==> src/rtl/lpdaq_arb_pkg.sv <==
`default_nettype none
// ============================================================================
//  Module   : lpdaq_arb_pkg
//  Purpose  : Shared types and helpers for the LPDAQ AXI-Stream arbiter:
//             arbiter state encoding and channel-index width function.
//  Revision : 1.0 - initial release
// ============================================================================
package lpdaq_arb_pkg;

    // Arbiter control states: waiting for a request, or forwarding one channel
    typedef enum logic [0:0] {
        ST_IDLE  = 1'b0,
        ST_GRANT = 1'b1
    } arb_state_t;

    // Bits needed to hold a channel index (at least one bit)
    function automatic int ch_idx_width(input int num_ch);
        return (num_ch <= 2) ? 1 : $clog2(num_ch);
    endfunction

endpackage
`default_nettype wire

==> src/rtl/lpdaq_rr_pick.sv <==
`default_nettype none
// ============================================================================
//  Module   : lpdaq_rr_pick
//  Purpose  : Combinational round-robin picker. Searches the request mask
//             starting one position after i_last, wrapping at NUM_CH-1 -> 0,
//             and returns the first requesting index plus a valid flag.
//  Revision : 1.0 - initial release
// ============================================================================
module lpdaq_rr_pick
    import lpdaq_arb_pkg::*;
#(
    parameter int NUM_CH = 4,
    parameter int IW     = ch_idx_width(NUM_CH)
) (
    input  logic [NUM_CH-1:0] i_req,
    input  logic [IW-1:0]     i_last,
    output logic [IW-1:0]     o_idx,
    output logic              o_valid
);

    logic [IW-1:0] w_cand;

    // Walk candidates from the farthest to the nearest so the nearest
    // requester after i_last is the one left in o_idx.
    always_comb begin
        o_idx   = '0;
        o_valid = |i_req;
        w_cand  = '0;
        for (int k = NUM_CH; k >= 1; k--) begin
            w_cand = IW'((int'(i_last) + k) % NUM_CH);
            if (i_req[w_cand]) begin
                o_idx = w_cand;
            end
        end
    end

endmodule
`default_nettype wire

==> src/rtl/lpdaq_axis_arbiter.sv <==
`default_nettype none
// ============================================================================
//  Module   : lpdaq_axis_arbiter
//  Purpose  : Round-robin N:1 AXI-Stream arbiter for the LPDAQ acquisition
//             path. One channel is granted at a time and forwarded
//             combinationally; a grant ends on a tlast beat (source tlast or
//             the MAX_BEATS quota), followed by one idle bubble cycle.
//  Options  : LPDAQ_ARB_TIMEOUT_EN - when defined, a granted channel that
//             stays invalid for TIMEOUT consecutive cycles is released and
//             timeout_pulse strobes for one cycle.
//  Revision : 1.0 - initial release
// ============================================================================
module lpdaq_axis_arbiter
    import lpdaq_arb_pkg::*;
#(
    parameter int NUM_CH     = 4,
    parameter int DATA_WIDTH = 24,
    parameter int MAX_BEATS  = 16,
    parameter int TIMEOUT    = 64
) (
    input  logic                         clk,
    input  logic                         rst_n,
    input  logic [NUM_CH-1:0]            s_axis_tvalid,
    input  logic [NUM_CH-1:0]            s_axis_tlast,
    output logic [NUM_CH-1:0]            s_axis_tready,
    input  logic [NUM_CH*DATA_WIDTH-1:0] s_axis_tdata,
    input  logic [NUM_CH-1:0]            ch_en,
    output logic                         m_axis_tvalid,
    output logic                         m_axis_tlast,
    input  logic                         m_axis_tready,
    output logic [DATA_WIDTH-1:0]        m_axis_tdata,
    output logic [$clog2(NUM_CH)-1:0]    m_axis_tid,
    output logic                         grant_active,
    output logic                         timeout_pulse
);

    localparam int         c_IW        = ch_idx_width(NUM_CH);
    localparam logic [7:0] c_LAST_BEAT = 8'(MAX_BEATS - 1);

    arb_state_t             r_state;
    logic [c_IW-1:0]        r_grant;
    logic [c_IW-1:0]        r_last_grant;
    logic [7:0]             r_beat_cnt;

    logic [NUM_CH-1:0]      w_req;
    logic [c_IW-1:0]        w_pick_idx;
    logic                   w_pick_valid;
    logic [DATA_WIDTH-1:0]  w_data_arr [NUM_CH];
    logic                   w_sel_valid;
    logic                   w_sel_last;
    logic                   w_in_grant;
    logic                   w_hs;
    logic                   w_last;
    logic                   w_timeout;
    logic                   w_release;

    // Split the flat sample bus into one word per channel
    for (genvar gi = 0; gi < NUM_CH; gi++) begin : g_unpack
        assign w_data_arr[gi] = s_axis_tdata[gi*DATA_WIDTH +: DATA_WIDTH];
    end

    assign w_req       = ch_en & s_axis_tvalid;
    assign w_in_grant  = (r_state == ST_GRANT);
    assign w_sel_valid = s_axis_tvalid[r_grant];
    assign w_sel_last  = s_axis_tlast[r_grant];
    assign w_last      = w_sel_last | (r_beat_cnt == c_LAST_BEAT);
    assign w_hs        = w_in_grant & w_sel_valid & m_axis_tready;
    assign w_release   = (w_hs & w_last) | w_timeout;

    lpdaq_rr_pick #(
        .NUM_CH (NUM_CH),
        .IW     (c_IW)
    ) u_rr_pick (
        .i_req   (w_req),
        .i_last  (r_last_grant),
        .o_idx   (w_pick_idx),
        .o_valid (w_pick_valid)
    );

    // Arbitration FSM: pick a channel in IDLE, count beats and release in GRANT
    always_ff @(posedge clk) begin
        if (!rst_n) begin
            r_state      <= ST_IDLE;
            r_grant      <= '0;
            r_last_grant <= c_IW'(NUM_CH - 1);
            r_beat_cnt   <= '0;
        end else begin
            case (r_state)
                ST_IDLE: begin
                    if (w_pick_valid) begin
                        r_state    <= ST_GRANT;
                        r_grant    <= w_pick_idx;
                        r_beat_cnt <= '0;
                    end
                end
                ST_GRANT: begin
                    if (w_release) begin
                        r_state      <= ST_IDLE;
                        r_last_grant <= r_grant;
                    end else if (w_hs) begin
                        r_beat_cnt <= r_beat_cnt + 8'd1;
                    end
                end
                default: begin
                    r_state <= ST_IDLE;
                end
            endcase
        end
    end

`ifdef LPDAQ_ARB_TIMEOUT_EN
    localparam int c_STALL_W = $clog2(TIMEOUT + 1);

    logic [c_STALL_W-1:0] r_stall;
    logic                 r_timeout_pulse;

    assign w_timeout = w_in_grant & ~w_sel_valid &
                       (r_stall == c_STALL_W'(TIMEOUT - 1));

    // Stall counter: consecutive granted cycles without a valid source beat
    always_ff @(posedge clk) begin
        if (!rst_n) begin
            r_stall         <= '0;
            r_timeout_pulse <= 1'b0;
        end else begin
            r_timeout_pulse <= w_timeout;
            if (!w_in_grant || w_sel_valid || w_timeout) begin
                r_stall <= '0;
            end else begin
                r_stall <= r_stall + 1'b1;
            end
        end
    end

    assign timeout_pulse = r_timeout_pulse;
`else
    assign w_timeout     = 1'b0;
    assign timeout_pulse = 1'b0;
`endif

    // Output mux: forward the granted channel, everything quiet in IDLE
    always_comb begin
        m_axis_tvalid = 1'b0;
        m_axis_tlast  = 1'b0;
        m_axis_tdata  = '0;
        m_axis_tid    = '0;
        s_axis_tready = '0;
        if (w_in_grant) begin
            m_axis_tvalid          = w_sel_valid;
            m_axis_tlast           = w_last;
            m_axis_tdata           = w_data_arr[r_grant];
            m_axis_tid             = r_grant;
            s_axis_tready[r_grant] = m_axis_tready;
        end
    end

    assign grant_active = w_in_grant;

endmodule
`default_nettype wire
==> config.mk <==
export PLATFORM = sky130hd
export DESIGN_NAME = lpdaq_axis_arbiter
export DESIGN_NICKNAME = d
export VERILOG_FILES = /design/src/rtl/lpdaq_arb_pkg.sv /design/src/rtl/lpdaq_rr_pick.sv /design/src/rtl/lpdaq_axis_arbiter.sv
export SDC_FILE = /design/constraint.sdc
export NUM_CORES = 1
export LEC_CHECK = 0
export ABC_CLOCK_PERIOD_IN_PS = 1700
export BUFFER_PORTS_ARGS = -buffer_cell sky130_fd_sc_hd__buf_4
export CAP_MARGIN = 10
export CORE_UTILIZATION = 35
export CTS_CLUSTER_DIAMETER = 80
export CTS_CLUSTER_SIZE = 20
export DETAILED_ROUTE_END_ITERATION = 10
export PLACE_DENSITY_LB_ADDON = 0.12
export SLEW_MARGIN = 20
export SYNTH_ARGS = -nofsm -noshare
export SYNTH_HDL_FRONTEND = slang
export SYNTH_HIERARCHICAL = 1
export SYNTH_SLANG_ARGS = --single-unit
==> constraint.sdc <==
create_clock -name clk -period 1.7 [get_ports clk]
set_input_delay 0.17 -clock clk [delete_from_list [all_inputs] [get_ports clk]]
set_output_delay 0.17 -clock clk [all_outputs]
set_load 0.005 [all_outputs]
* After elaboration in Yosys (flattened, before gate mapping)
Cells that the tools add are included.
** Cells by class
- Add/subtract/negate cells :: 5
- Bitwise operators :: 8
- Equal/unequal tests :: 4
- Order comparisons :: 7
- Multiplexer cells :: 33
- Reductions and logical operators :: 5
** Operators with widths (count)
- 24-bit 2-to-1 mux :: 3
- 24-bit binary-select mux with 2-bit select :: 1
- 8-bit 2-to-1 mux :: 3
- 8-bit case mux with 2 select lines :: 1
- 2-bit by 3-bit less-than comparator with 1-bit output (second input constant) :: 5
- 1-bit binary-select mux with 2-bit select :: 6
- 1-bit 2-to-1 mux :: 11
- 2-bit 2-to-1 mux :: 5
- 8-bit by 1-bit adder with 8-bit output (second input constant) :: 1
- 4-bit AND :: 2
- 8-bit by 4-bit equality test with 1-bit output (second input constant) :: 1
- 2-bit by 1-bit adder with 2-bit output (second input constant) :: 2
- 2-bit adder (second input constant) :: 2
- 4-bit 2-to-1 mux :: 1
- 2-bit by 1-bit != test with 1-bit output (second input constant) :: 2
- 2-bit AND reduction :: 2
- 4-bit OR reduction :: 1
- 1-bit AND :: 3
- 3-bit greater-or-equal comparator (second input constant) :: 1
- 2-bit NOT with 3-bit output :: 1
- 3-bit AND reduction :: 1
- 1-bit demux with 2-bit select :: 1
- 2-bit by 1-bit greater-or-equal comparator with 1-bit output (second input constant) :: 1
- 2-bit != test (second input constant) :: 1
- other kinds (4) :: 4
** Storage, ports and cells
- Logic and storage cells :: 66
- Input port bits :: 111
- Flip-flop bits (word level) :: 13
- Output and inout bits :: 34

* Logic depth before layout (Yosys ltp)
- Depth after elaboration :: 7
- Mapped depth :: 7
- Mapped depth without buffers :: 7

* Hierarchy
Netlist, hierarchy kept.
** By module, submodules not included
- lpdaq_axis_arbiter :: cells an instance 159, area each 1594.0 sq um, instances 1
- lpdaq_rr_pick :: cells an instance 14, area each 91.3 sq um, instances 1

* Least setup slack after synthesis
Ideal clock, no wire load.
- Kind :: flip-flop to output port
- Start :: register r_grant[0]
- End :: output port m_axis_tdata[10]
- Path buffers :: 3
- Arrival :: 1.563 ns
- Slack :: -0.033 ns
- Cell stages (with the launch flop) :: 6
- Cell sequence :: dfxtp_1 > buf_6 > buf_6 > buf_2 > mux4_2 > and2_1
** On the way
- Cells in the longest elaborated chain, start to end :: 5
** Ends and longest elaborated chain
- start, declared :: line lpdaq_axis_arbiter.sv:41 : logic [c_IW-1:0] r_grant;
- start signal, assigned :: line lpdaq_axis_arbiter.sv:92 : r_grant <= w_pick_idx;
- 2-bit NOT with 3-bit output (not written as such) :: line lpdaq_axis_arbiter.sv:151 : m_axis_tdata = w_data_arr[r_grant];
- 24-bit binary-select mux with 2-bit select :: line lpdaq_axis_arbiter.sv:151
- 24-bit 2-to-1 mux (not written as such) (2 in series) :: line lpdaq_axis_arbiter.sv:151
- 24-bit 2-to-1 mux :: line lpdaq_axis_arbiter.sv:148 : if (w_in_grant) begin
- end, declared :: line lpdaq_axis_arbiter.sv:31 : output logic [DATA_WIDTH-1:0] m_axis_tdata,
Every way passes these cells. The select of a mux whose other input is x is not followed.

* Worst setup path after layout
- Start :: register r_grant[0]
- End :: output port m_axis_tdata[17]
The elaborated chain is that of the path after synthesis.

==> results.txt <==
The flow ran to the end, but the final reports show violations. The final reports fail on design-rule violations, negative setup slack. With fillers left out, the area of the finished cells amounts to roughly 3200 um2.

The number of standard cells after synthesis is about 170. For the final database, setup skew stands at between 0.0004 and 0.0005 ns. After detailed routing, the met2 layer carries between 3000 and 4000 um of wire. The worst hold path belongs to the class input port to register.

Input and output buffers added on the ports amount to approximately 140. The worst-case IR drop observed on VDD is between 300 and 400 uV. The maximum clock frequency is about 540 MHz.

The pin count of the biggest net entering global routing came out at 31. The critical path buffer and inverter count is 3. Yosys printed 6 warnings.

The count of flip-flops with a built-in enable after synthesis is 0. The ratio of total power to cell area came out at ~450 nW/um2. The final clock period utilization by the worst path is 1.09. The switching fraction of total power is 0.303. In the layout the commonest cells are sky130_fd_sc_hd__buf_4, sky130_fd_sc_hd__mux4_2, sky130_fd_sc_hd__and2_1.

The overall overflow remaining after global route is 0. The initial standard-cell utilization of the core came out at 0.374. The maximum fanout count along the critical path came out at 5.

The final antenna-violating net count came out at 0. The synthesized area came out at 1690 um2. The initial antenna violation count came to 0. The total detailed-routing wirelength came out at between 6000 and 7000 um. The number of iterations in the first detailed-routing pass came out at 10.

The largest stage delay on the critical path is approximately 0.5 ns. The die footprint is about 5000 um2. The final layout net count is around 440.

In the synthesized netlist the dominant register cell turns out to be sky130_fd_sc_hd__dfxtp_1. STA classifies the critical path endpoint as an output port. The sequential element share of the synthesized area is 0.154. The clock network fraction of design power came out at 0.194.

The placement row count is 24. In this run the vertical extent of the chip is 71.4 um. The library cell used most frequently in the layout, excluding fill and tap cells, is sky130_fd_sc_hd__buf_4.

Among all stages on the critical path, the largest delay is contributed by sky130_fd_sc_hd__mux4_2. The sequential power share is 0.228. In this run the cell area measured after placement is between 2000 and 3000 um2. TritonCTS built the clock tree. The H-tree depth reported by CTS is 1. The remaining routing DRC violations came out at 13. The wire length on met1 is ~2600 um. The worst setup slack after layout came out at -0.146 ns. The wire-length estimate of the detail-placed layout is between 5000 and 6000 um. Broken down by cell family, the worst path's largest delay share belongs to multiplexers. The overall via count from detail_route came out at ~2200. The final number of max-transition violations came out at 0. The number of antenna diodes in the final layout is 0. After floorplanning, the core was sized to cover approximately 4500 um2. Of the cells placed in the final design, the portion with a size suffix greater than 1 is 0.708. OpenSTA, run right after detailed placement, puts the worst setup slack at -0.0254 ns. The buffer levels on the longest clock path came out at 2. The number of filler cells placed in the layout came out at between 300 and 400. The static power due to leakage came out at 0.00142 uW. The highest layer touched by signal routing is met4. The internal cell power came out at 1010 uW. Setup repair after global routing could not meet its margin everywhere.

Setup violations remaining at the end of the flow were counted as 31. The CTS buffer count came out at 3. The number of sinks driven by the clock tree came out at 13.

Using the TritonRoute via totals, the vias-per-cell ratio works out to around 5.7. The count of final hold-check violations came to 0. The async set or reset register ratio after synthesis came out at 0. At the end of the flow the core is filled with cells to 0.721. The time the worst path needs with I/O delays and setup came out at between 1.5 and 2 ns.

The sort of element at the start of the critical path is a register. Clock-pin slew was measured on the worst setup and hold paths at about 0.060 ns. Buffers inserted to repair hold after CTS numbered 0.

Total power for the finished layout comes to 1450 uW. The area growth from synthesis to layout is 92.6%. The total nets after synthesis is roughly 290. The average footprint of a synthesized cell came out at roughly 9.7 um2. For this block, the initial DRC count from the detailed router was slightly below 90. Counting flops and latches in the post-synthesis netlist gives 13. The aggregate global-route resource usage came out at 0.242. The critical path is of the register to output port type. Across the run, the number of max-cap violations was 0.

Traced cell by cell, the critical path runs through buf_8 -> buf_12 -> mux4_2 -> and2_4 -> buf_6. The last weighted congestion value of the routability-driven placer came out at roughly 0.82. The die width is just over 70 um. The setup TNS after final layout came out at -2.80 ns. The final routed wire length divided by cell count came out at 18.2 um. The arrival time reported for the critical path endpoint is approximately 1.7 ns. The wire length of the first global-routing pass came out at 9740 um. Clock latency on the worst-skew pair, taken at its later pin, is about 0.24 ns.

In the detailed route, the total length drawn on met3 is about 470 um. In this run the count of I/O pins placed on the die edge is between 100 and 150. The number of library cell types mapped by synthesis came out at 40. Summed over all nets, the switching power comes to 439 uW. The required time reported for the critical path endpoint came out at about 1.5 ns. The via count of the first global-routing pass was a little under 2000. Of the total power, combinational logic draws 0.578. The tree is rooted in a sky130_fd_sc_hd__clkbuf_8.
==> metal layers <==
layer / up-vias / track usage
met5: - / 0
met4: 0 / 0.0511
met3: 12 / 0.0408
met2: 89 / 0.434
met1: 1060 / 0.307
li1: 996 / -
==> what timing repair did <==
| item | CTS | global route |
|---|---|---|
| cloned | 1 | 1 |
| gates resized for setup | 18 | 42 |
| endpoints found under the setup margin | 32 | 37 |
| pin swaps | 4 | 8 |
| setup buffers | 5 | 2 |
==> worst register-to-register path, cell delays in order, from the launching register on <==
cell                      delay, ns
sky130_fd_sc_hd__dfxtp_4       0.39
sky130_fd_sc_hd__mux4_2        0.56
sky130_fd_sc_hd__buf_6         0.15
sky130_fd_sc_hd__or4_1         0.47
sky130_fd_sc_hd__a21oi_1       0.13
==> layout make-up <==
| cell class | instances | area [um2] | area share |
|---|---|---|---|
| timing repair buffer | 166 | 1350 | 0.416 |
| clock buffer | 3 | 41.3 | 0.0127 |
| clock inverter | 1 | 5.00 | 0.00154 |
| multi-input combinational | 140 | 1490 | 0.460 |
| tap | 52 | 65.1 | 0.0200 |
| sequential | 13 | 268 | 0.0825 |
| inverter | 6 | 23.8 | 0.00732 |
==> cell usage after synthesis (2+ instances only) <==
cell,n,area (um2)
sky130_fd_sc_hd__and2_1,32,200
sky130_fd_sc_hd__mux4_2,25,563
sky130_fd_sc_hd__dfxtp_1,13,260
sky130_fd_sc_hd__nor2_1,11,41.3
sky130_fd_sc_hd__a21oi_1,9,45.0
sky130_fd_sc_hd__clkbuf_1,7,26.3
sky130_fd_sc_hd__a311oi_1,6,52.6
sky130_fd_sc_hd__nand2_1,6,22.5
sky130_fd_sc_hd__inv_1,5,18.8
sky130_fd_sc_hd__mux2i_1,5,50.1
sky130_fd_sc_hd__a31o_2,4,35.0
sky130_fd_sc_hd__a31oi_1,4,25.0
sky130_fd_sc_hd__o311ai_0,4,35.0
sky130_fd_sc_hd__buf_2,3,15.0
sky130_fd_sc_hd__buf_6,3,33.8
sky130_fd_sc_hd__nand2b_1,3,18.8
sky130_fd_sc_hd__nand3_1,3,15.0
sky130_fd_sc_hd__o21ai_0,3,15.0
sky130_fd_sc_hd__a41o_1,2,20.0
sky130_fd_sc_hd__a41oi_1,2,17.5
sky130_fd_sc_hd__and3_1,2,12.5
sky130_fd_sc_hd__nor2b_1,2,12.5
sky130_fd_sc_hd__or4_1,2,15.0
==> registers in the layout, summed over array words and instances (netlist names) <==
name / flops
r_grant: 2
r_beat_cnt: 8
r_last_grant: 2
grant_active: 1
==> through the flow <==
step | instances | hold slack (ns)
after global routing | 381 | 0.162
after CTS | 379 | 0.152
final | 381 | 0.161
after floorplan | 173 | 0.261
after global placement | 369 | 0.402
after detailed placement | 369 | 0.402
==> power groups by stage <==
stage	logic (uW)	registers [uW]	clock network, uW
2_1_floorplan	341	328	0
3_3_place_gp	684	334	0
3_5_place_dp	699	334	0
4_1_cts	756	327	280
5_1_grt	894	332	297
6_report	838	331	281
==> worst paths after layout <==
kind / startpoint / end / slack, ns / depth (start not counted)
worst min register to register: r_beat_cnt[1]$_SDFFE_PN0P_ / r_beat_cnt[1]$_SDFFE_PN0P_ / 0.50 / 2
worst min-delay path: rst_n / r_last_grant[1]$_SDFFE_PN1P_ / 0.16 / 2
worst max-delay path: r_grant[0]$_SDFFE_PN0P_ / m_axis_tdata[17] / -0.15 / 5
worst max register to register: r_grant[0]$_SDFFE_PN0P_ / r_beat_cnt[0]$_SDFFE_PN0P_ / -0.08 / 4
==> cell families after synthesis <==
logic type                 share of synthesized area
buffers and inverters                         0.0646
other                                        0.00223
adders and majority gates                    0.00742
muxes                                          0.370
and+or+nand+nor                                0.218
AOI/OAI and AO/OA                              0.183
DFF                                            0.154
Note: power is estimated with default switching activity, not from simulation.
